$ cat config.mk
export PLATFORM = sky130hd
export DESIGN_NAME = rom_pattern_reader
export DESIGN_NICKNAME = d
export VERILOG_FILES = /design/src/rtl/rom_pattern_reader.sv
export SDC_FILE = /design/constraint.sdc
export NUM_CORES = 1
export LEC_CHECK = 0
export ABC_AREA = 1
export CAP_MARGIN = 20
export CORE_MARGIN = 10
export CORE_UTILIZATION = 55
export CTS_CLUSTER_DIAMETER = 120
export DETAILED_ROUTE_END_ITERATION = 12
export PLACE_DENSITY = 0.86
export SYNTH_ARGS = -nofsm -noshare
export SYNTH_HDL_FRONTEND = slang
export SYNTH_SLANG_ARGS = --single-unit
$ cat constraint.sdc
create_clock -name clk -period 2.3 [get_ports clk]
set_input_delay 0.46 -clock clk [delete_from_list [all_inputs] [get_ports clk]]
set_output_delay 0.46 -clock clk [all_outputs]
set_load 0.02 [all_outputs]
$ cat src/rtl/rom_pattern_reader.sv
// Pattern ROM consumer: fetches three phase words, serialises them LSB first at a
// programmable sample rate, and drives complementary gate pairs with dead-time insertion.
module rom_pattern_reader #(
   parameter int unsigned ADDR_W = 16,
   parameter int unsigned DATA_W = 16,
   parameter int unsigned DIV_W  = 16,
   parameter int unsigned DT_W   = 8
) (
   input  logic              clk,
   input  logic              rst_n,
   input  logic              enable,
   input  logic [DIV_W-1:0]  div,
   input  logic [ADDR_W-1:0] last_addr,
   input  logic [DT_W-1:0]   dead_time,
   output logic              rom_en,
   output logic [ADDR_W-1:0] rom_addr,
   input  logic [DATA_W-1:0] rom_out1,
   input  logic [DATA_W-1:0] rom_out2,
   input  logic [DATA_W-1:0] rom_out3,
   output logic [2:0]        gate_h,
   output logic [2:0]        gate_l,
   output logic              sample_tick,
   output logic              period_start
);

   localparam int unsigned BIT_W = (DATA_W > 1) ? $clog2(DATA_W) : 1;
   localparam int unsigned NPH   = 3;

   typedef enum logic [2:0] {IDLE, FILL0, FILL1, FILL2, RUN} state_t;

   state_t                       state_q, state_d;
   logic [ADDR_W-1:0]            last_q, last_d;
   logic [ADDR_W-1:0]            waddr_q, waddr_d;
   logic [BIT_W-1:0]             bit_q, bit_d;
   logic [DIV_W-1:0]             cnt_q, cnt_d;
   logic [NPH-1:0][DATA_W-1:0]   shadow_q, shadow_d;
   logic [NPH-1:0][DATA_W-1:0]   pref_q, pref_d;
   logic [NPH-1:0]               ps_q, ps_d;
   logic [NPH-1:0]               tgt_q, tgt_d;
   logic [NPH-1:0][DT_W-1:0]     dt_q, dt_d;
   logic                         pend_q, pend_d;
   logic                         cap_q, cap_d;
   logic                         rom_en_d;
   logic [ADDR_W-1:0]            rom_addr_d;
   logic [2:0]                   gate_h_d, gate_l_d;
   logic                         tick_d, pstart_d;
   logic                         abort_c;
   logic [NPH-1:0][DATA_W-1:0]   rom_data;

   assign rom_data = {rom_out3, rom_out2, rom_out1};
   assign abort_c  = (state_q != IDLE) && !enable;

   function automatic logic [ADDR_W-1:0] nxt_addr(input logic [ADDR_W-1:0] a,
                                                  input logic [ADDR_W-1:0] last);
      return (a == last) ? '0 : ADDR_W'(a + ADDR_W'(1));
   endfunction

   // Next-state, datapath and registered-output decode
   always_comb begin
      state_d    = state_q;
      last_d     = last_q;
      waddr_d    = waddr_q;
      bit_d      = bit_q;
      cnt_d      = cnt_q;
      shadow_d   = shadow_q;
      pref_d     = pref_q;
      ps_d       = ps_q;
      tgt_d      = tgt_q;
      dt_d       = dt_q;
      pend_d     = 1'b0;
      cap_d      = rom_en;
      rom_en_d   = 1'b0;
      rom_addr_d = rom_addr;
      gate_h_d   = '0;
      gate_l_d   = '0;
      tick_d     = 1'b0;
      pstart_d   = 1'b0;

      unique case (state_q)
         IDLE: begin
            if (enable) begin
               state_d    = FILL0;
               last_d     = last_addr;
               rom_en_d   = 1'b1;
               rom_addr_d = '0;
            end
         end
         FILL0: begin
            state_d    = FILL1;
            rom_en_d   = 1'b1;
            rom_addr_d = nxt_addr('0, last_q);
         end
         FILL1: begin
            state_d  = FILL2;
            shadow_d = rom_data;
         end
         FILL2: begin
            // preload the divider so the first RUN cycle is a tick
            state_d = RUN;
            pref_d  = rom_data;
            cnt_d   = div;
            tick_d  = 1'b1;
         end
         RUN: begin
            if (cap_q) pref_d = rom_data;
            if (sample_tick) begin
               cnt_d = '0;
               for (int unsigned p = 0; p < NPH; p++) ps_d[p] = shadow_q[p][bit_q];
               if (bit_q == BIT_W'(DATA_W - 1)) begin
                  shadow_d = pref_q;
                  bit_d    = '0;
                  waddr_d  = nxt_addr(waddr_q, last_q);
                  pend_d   = 1'b1;
               end else begin
                  bit_d = BIT_W'(bit_q + BIT_W'(1));
               end
            end else begin
               cnt_d = DIV_W'(cnt_q + DIV_W'(1));
            end
            if (pend_q) begin
               rom_en_d   = 1'b1;
               rom_addr_d = nxt_addr(waddr_q, last_q);
            end
            tick_d = (cnt_d == div);
         end
         default: state_d = IDLE;
      endcase

      // Dead-time: a phase change drops both gates; the target rises when the count expires
      if (state_q == FILL2 || state_q == RUN) begin
         for (int unsigned p = 0; p < NPH; p++) begin
            if (ps_q[p] != tgt_q[p]) begin
               tgt_d[p] = ps_q[p];
               dt_d[p]  = dead_time;
               if (dead_time == '0) begin
                  gate_h_d[p] = ps_q[p];
                  gate_l_d[p] = ~ps_q[p];
               end
            end else if (dt_q[p] != '0) begin
               dt_d[p] = DT_W'(dt_q[p] - DT_W'(1));
               if (dt_q[p] == DT_W'(1)) begin
                  gate_h_d[p] = tgt_q[p];
                  gate_l_d[p] = ~tgt_q[p];
               end
            end else begin
               gate_h_d[p] = tgt_q[p];
               gate_l_d[p] = ~tgt_q[p];
            end
         end
      end

      pstart_d = tick_d && (bit_d == '0) && (waddr_d == '0);
   end

   // State and output registers; reset and enable drop share the clear path
   always_ff @(posedge clk) begin
      if (!rst_n || abort_c) begin
         state_q      <= IDLE;
         last_q       <= '0;
         waddr_q      <= '0;
         bit_q        <= '0;
         cnt_q        <= '0;
         shadow_q     <= '0;
         pref_q       <= '0;
         ps_q         <= '0;
         tgt_q        <= '0;
         dt_q         <= '0;
         pend_q       <= 1'b0;
         cap_q        <= 1'b0;
         rom_en       <= 1'b0;
         rom_addr     <= '0;
         gate_h       <= '0;
         gate_l       <= '0;
         sample_tick  <= 1'b0;
         period_start <= 1'b0;
      end else begin
         state_q      <= state_d;
         last_q       <= last_d;
         waddr_q      <= waddr_d;
         bit_q        <= bit_d;
         cnt_q        <= cnt_d;
         shadow_q     <= shadow_d;
         pref_q       <= pref_d;
         ps_q         <= ps_d;
         tgt_q        <= tgt_d;
         dt_q         <= dt_d;
         pend_q       <= pend_d;
         cap_q        <= cap_d;
         rom_en       <= rom_en_d;
         rom_addr     <= rom_addr_d;
         gate_h       <= gate_h_d;
         gate_l       <= gate_l_d;
         sample_tick  <= tick_d;
         period_start <= pstart_d;
      end
   end

endmodule

Word-level counts from Yosys, hierarchy flattened. Cells that the tools add are included.

Register bits: 208. Bits of input ports: 91.

Bitwise logic cells: 9. $add $sub $neg: 6. Reduce and logical (&&, ||, !) cells: 36. Muxes and demuxes: 62. Order comparisons: 1. Equal/unequal tests: 18.

Operator list (count): $pmux W48 S2 (2); $mux W48 (3); $mux W16 (8); $mux W8 (6); $pmux W16 S3 (1); $add A16 B1 Y16 const B (2); $eq A16 B16 Y1 (2); $logic_not A16 Y1 (2); $pmux W16 S2 (1); $mux W1 (31); $eq A8 B1 Y1 const B (3); $reduce_bool A8 Y1 (3); $sub A8 B1 Y8 const B (3); $reduce_and A2 Y1 (10); $pmux W3 S5 (1); $bmux W1 S4 (3); $mux W4 (3); $ne A2 B2 Y1 const B (5); $reduce_bool A2 Y1 (5); $not A1 Y1 (9); $logic_not A8 Y1 (1); $eq A3 B2 Y1 const B (2); $reduce_and A3 Y1 (2); $reduce_bool A3 Y1 (2); other kinds (16) (22).

Depth between registers and ports, before layout.
Word-level depth: 7. Depth in mapped cells: 16. Gate-level depth less buffers: 15.

Worst setup path before layout. Ideal clock, no wire load.

Kind: register to register. Start point: register waddr_q[0]. End point: register period_start. Cell stages (with the launch flop): 13. Period minus slack after synthesis: 1.708 ns. Arrival time: 1.645 ns. Setup time: 0.064 ns. Path slack: 0.592 ns. Buffers on the path: 0. Required time: 2.236 ns. Cell sequence: dfxtp_1 ha_1 nand3_1 nor2_1 nand4_1 or2_1 nand3_1 nand2_1 nand2_1 nand2_1 nor2_1 nand3_1 nor2_1.

Word-level cells in the longest chain between the ends: 7. Elaborated cells between the ends (all ways): 8. Those cells by class: add/sub (1); eq/ne (1); mux (4); reduce/logical (2).

Ends and longest elaborated chain: start: declaration (RTL line 33) `logic [ADDR_W-1:0] waddr_q, waddr_d;`; start signal: assignment (RTL line 179) `waddr_q <= waddr_d;`; $add A16 B1 Y16 / $eq A16 B16 Y1 (equally long branches) (RTL line 55) `return (a == last) ? '0 : ADDR_W'(a + ADDR_W'(1));`; $mux W16 (RTL line 55); $mux W16 (RTL line 109) `if (bit_q == BIT_W'(DATA_W - 1)) begin`; $mux W16 (RTL line 106) `if (sample_tick) begin`; $mux W16 (*) (RTL line 79) `unique case (state_q)`; $logic_not A16 Y1 (*) (RTL line 152) `pstart_d = tick_d && (bit_d == '0) && (waddr_d == '0);`; $logic_and A1 B1 Y1 (*) (RTL line 152); end signal: assignment (RTL line 194) `period_start <= pstart_d;`; end: declaration (RTL line 23) `output logic period_start`.

Mark *: on every way between the ends. The rest lies on a longest branch, timed or not. A chain may end at the register's enable or synchronous reset.

Worst setup path in the final report.
Start point: register sample_tick. End point: output sample_tick.

RTL lines: start: declaration (RTL line 22) `output logic sample_tick,`; start signal: assignment (RTL line 193) `sample_tick <= tick_d;`.

No word-level cell between the ends.

==> out/metrics.yaml <==
die_area_mm2: 0.0249
max-vdd-ir-drop_mv: 0.485
drtIter0Drc: 965
nFillCells: 1533
synth_area_mm2: 0.0105
dr_total_vias: 10999
cts_tree: "done"
place_area_mm2: 0.0120
gp_congestion: 0.951
slew_headroom: 0.540
dp_hpwl_um: 20300
worstMarginPinSlew_ns: 0.690
antenna_found_initial: 0
end_kind: "output port"
ys_seq_elements: 208
grt_pass1_vias: 9951
final.min_clock_period_ns: 2.17
root_buffer: "clkbuf_16"
synthesis.nets: 1675
diodes: 0
leakage_nw: 5.18
nNetsFinal: 1781
finalHoldViolCount: 0
avgRoutedWirePerCell_um: 15.6
area_growth_syn_to_layout_pct: 22.0
crit_path_max_incr_delay_ns: 0.62
fin_crit_sh: 0.944
seqPwrFrac: 0.464
die_h_um: 158
cts_max_level: 1
path_class: "reg2out"
drt-total-wl_um: 30100
worst_clock_skew_ns: 0.0172
overflow: 0
synth_seq_area_share: 0.398
power_frac_comb: 0.097
cp.required_ns: 1.84
setup-violations-final: 0
cts_hold_buf: 0
p_sw_frac: 0.241
yosysUniqueCellTypes: 41
cts.clk_slew.worst_paths_ns: 0.06
fin_area_mm2: 0.0128
grt_max_degree: 97
ys.warnings.count: 0
crit_family: "buffers and inverters"
slew_violations: 0
internal_power_w: 0.00618
numPortBuffers: 115
cts.sinks: 208
grt_usage: 0.229
cts_buffer_depth: 3
start_util: 0.559
slowest_stage: "clkdlybuf4s50_1"
rows: 50
maxCapViolCount: 0
clk_latency_ns: 0.51
die_x_um: 158
min_path_type: "reg2reg"
path_cells: "buf_4 -> clkdlybuf4s50_1"
ios: 116
grt_pass1_wl_um: 48000
p_per_area_mw_per_mm2: 637
cp.arrival_ns: 1.71
outcome: "complete, no violations"
critPathBufInv: 2
clock.fmax_mhz: 461
clkPwrFrac: 0.440
viasPerCell: 5.71
core_mm2: 0.0187
timing.hold.ws_ns: 0.466
syn_avg_cell_area_um2: 6.65
p_sw_w: 0.00196
syn_inst: 1572
ant_nets: 0
start_kind: "register"
remaining_drc_errors: 0
drtPass1Iterations: 5
drive_gt1_frac: 0.0686
cts_inserted_buffers: 23
critical_path.max_fanout: 7
==> area by class of cell <==
| type | count | area [µm²] | area share |
|---|---|---|---|
| Clock buffer | 33 | 673 | 0.0527 |
| Clock inverter | 5 | 50.0 | 0.00392 |
| Inverter | 140 | 526 | 0.0412 |
| Multi-Input combinational cell | 1144 | 5450 | 0.427 |
| Sequential cell | 208 | 4170 | 0.326 |
| Tap cell | 234 | 293 | 0.0229 |
| Timing Repair Buffer | 161 | 1610 | 0.126 |
==> state kept, by name (all words and copies together), names as in the netlist <==
name	count
pend_q	1
dt_q	24
rom_addr	16
shadow_q	48
state_q	3
bit_q	4
ps_q	3
cap_q	1
cnt_q	16
tgt_q	3
pref_q	48
rom_en	1
sample_tick	1
gate_l	3
period_start	1
gate_h	3
waddr_q	16
last_q	16
==> power groups by stage <==
stage | sequential [W] | combinational (W) | clock [W]
2_1_floorplan | 0.00383 | 0.000424 | 0
3_3_place_gp | 0.00384 | 0.000743 | 0
3_5_place_dp | 0.00385 | 0.000760 | 0
4_1_cts | 0.00377 | 0.000765 | 0.00360
5_1_grt | 0.00378 | 0.000863 | 0.00376
6_report | 0.00377 | 0.000787 | 0.00358
==> cell families (layout without fill, tap and decap cells) <==
| kind of cell | after synthesis | in the layout | share of synthesized area |
|---|---|---|---|
| buf+inv | 220 | 339 | 0.0835 |
| flops | 208 | 208 | 0.398 |
| compound gates | 375 | 375 | 0.199 |
| xor+xnor | 18 | 18 | 0.0151 |
| simple gates | 739 | 739 | 0.290 |
| fa+ha+maj | 12 | 12 | 0.0144 |
==> Yosys cell counts (all sizes together) <==
cell type / n / area (µm²)
a2111oi: 3 / 45.0
a211oi: 9 / 67.6
a21oi: 77 / 389
a221oi: 2 / 17.5
a31oi: 59 / 369
a32oi: 1 / 8.76
and2: 1 / 6.26
and3: 1 / 6.26
buf: 33 / 170
clkbuf: 47 / 178
clkinv: 1 / 3.75
dfxtp: 208 / 4160
ha: 12 / 150
inv: 139 / 522
nand2: 365 / 1390
nand3: 76 / 380
nand3b: 3 / 22.5
nand4: 21 / 131
nor2: 253 / 980
nor3: 10 / 61.3
nor4: 6 / 37.5
o211ai: 4 / 30.0
o21a: 5 / 37.5
o21ai: 183 / 916
o21bai: 1 / 7.51
o22ai: 30 / 188
o32ai: 1 / 8.76
or2: 3 / 18.8
xnor2: 3 / 26.3
xor2: 15 / 131
==> cells in the final DEF (no fill, tap or decap), types with 38 or more instances in the layout <==
| cell | netlist | routed |
|---|---|---|
| nand3_1 | 76 | 76 |
| a21oi_1 | 76 | 75 |
| clkdlybuf4s50_1 | 0 | 115 |
| buf_4 | 0 | 38 |
| inv_1 | 126 | 126 |
| nor2_1 | 247 | 245 |
| a31oi_1 | 59 | 59 |
| dfxtp_1 | 208 | 207 |
| o21ai_0 | 179 | 179 |
| nand2_1 | 358 | 358 |
==> worst register-to-register path: cells and delay by family (launching register included) <==
family / cells / cell delay (ns)
buffers and inverters: 2 / 0.31
flip-flops: 1 / 0.43
AND/OR/NAND/NOR: 13 / 1.28
==> layer usage <==
metal | wire (µm) | share of wire | GRT usage | vias up
li1 | - | - | - | 5414
met1 | 12800 | 0.43 | 0.302 | 5064
met2 | 14200 | 0.47 | 0.386 | 465
met3 | 2460 | 0.082 | 0.0342 | 56
met4 | 519 | 0.017 | 0.0521 | 0
met5 | 0 | 0 | 0 | -
==> what timing repair did <==
item,4_1_cts,5_1_grt
endpoints found under the hold margin,0,0
setup endpoints to repair,0,35
resized for setup,0,6
setup buffers,0,4
==> worst paths after layout <==
| path | cells past startpoint | to | slack, ns | start |
|---|---|---|---|---|
| setup / recovery | 2 | sample_tick | 0.13 | sample_tick$_SDFF_PP0_ |
| hold / removal | 2 | rom_addr[5]$_SDFFE_PP0P_ | 0.47 | rom_addr[5]$_SDFFE_PP0P_ |
| setup reg to reg | 15 | period_start$_SDFF_PP0_ | 0.21 | waddr_q[12]$_SDFF_PP0_ |
| hold reg to reg | 2 | rom_addr[5]$_SDFFE_PP0P_ | 0.47 | rom_addr[5]$_SDFFE_PP0P_ |
==> stage by stage <==
stage	total power [W]	util	worst slack, ns	TNS, ns	cells
3_5_place_dp	0.00461	0.640	0.144	0	1882
2_1_floorplan	0.00426	-	0.592	0	1572
5_1_grt	0.00840	0.682	-0.0159	-0.0159	1925
4_1_cts	0.00814	0.678	0.0922	0	1920
6_report	0.00814	0.682	0.129	0	1925
3_3_place_gp	0.00459	0.640	0.240	0	1882
No activity file was read; power rests on OpenSTA's default activity.
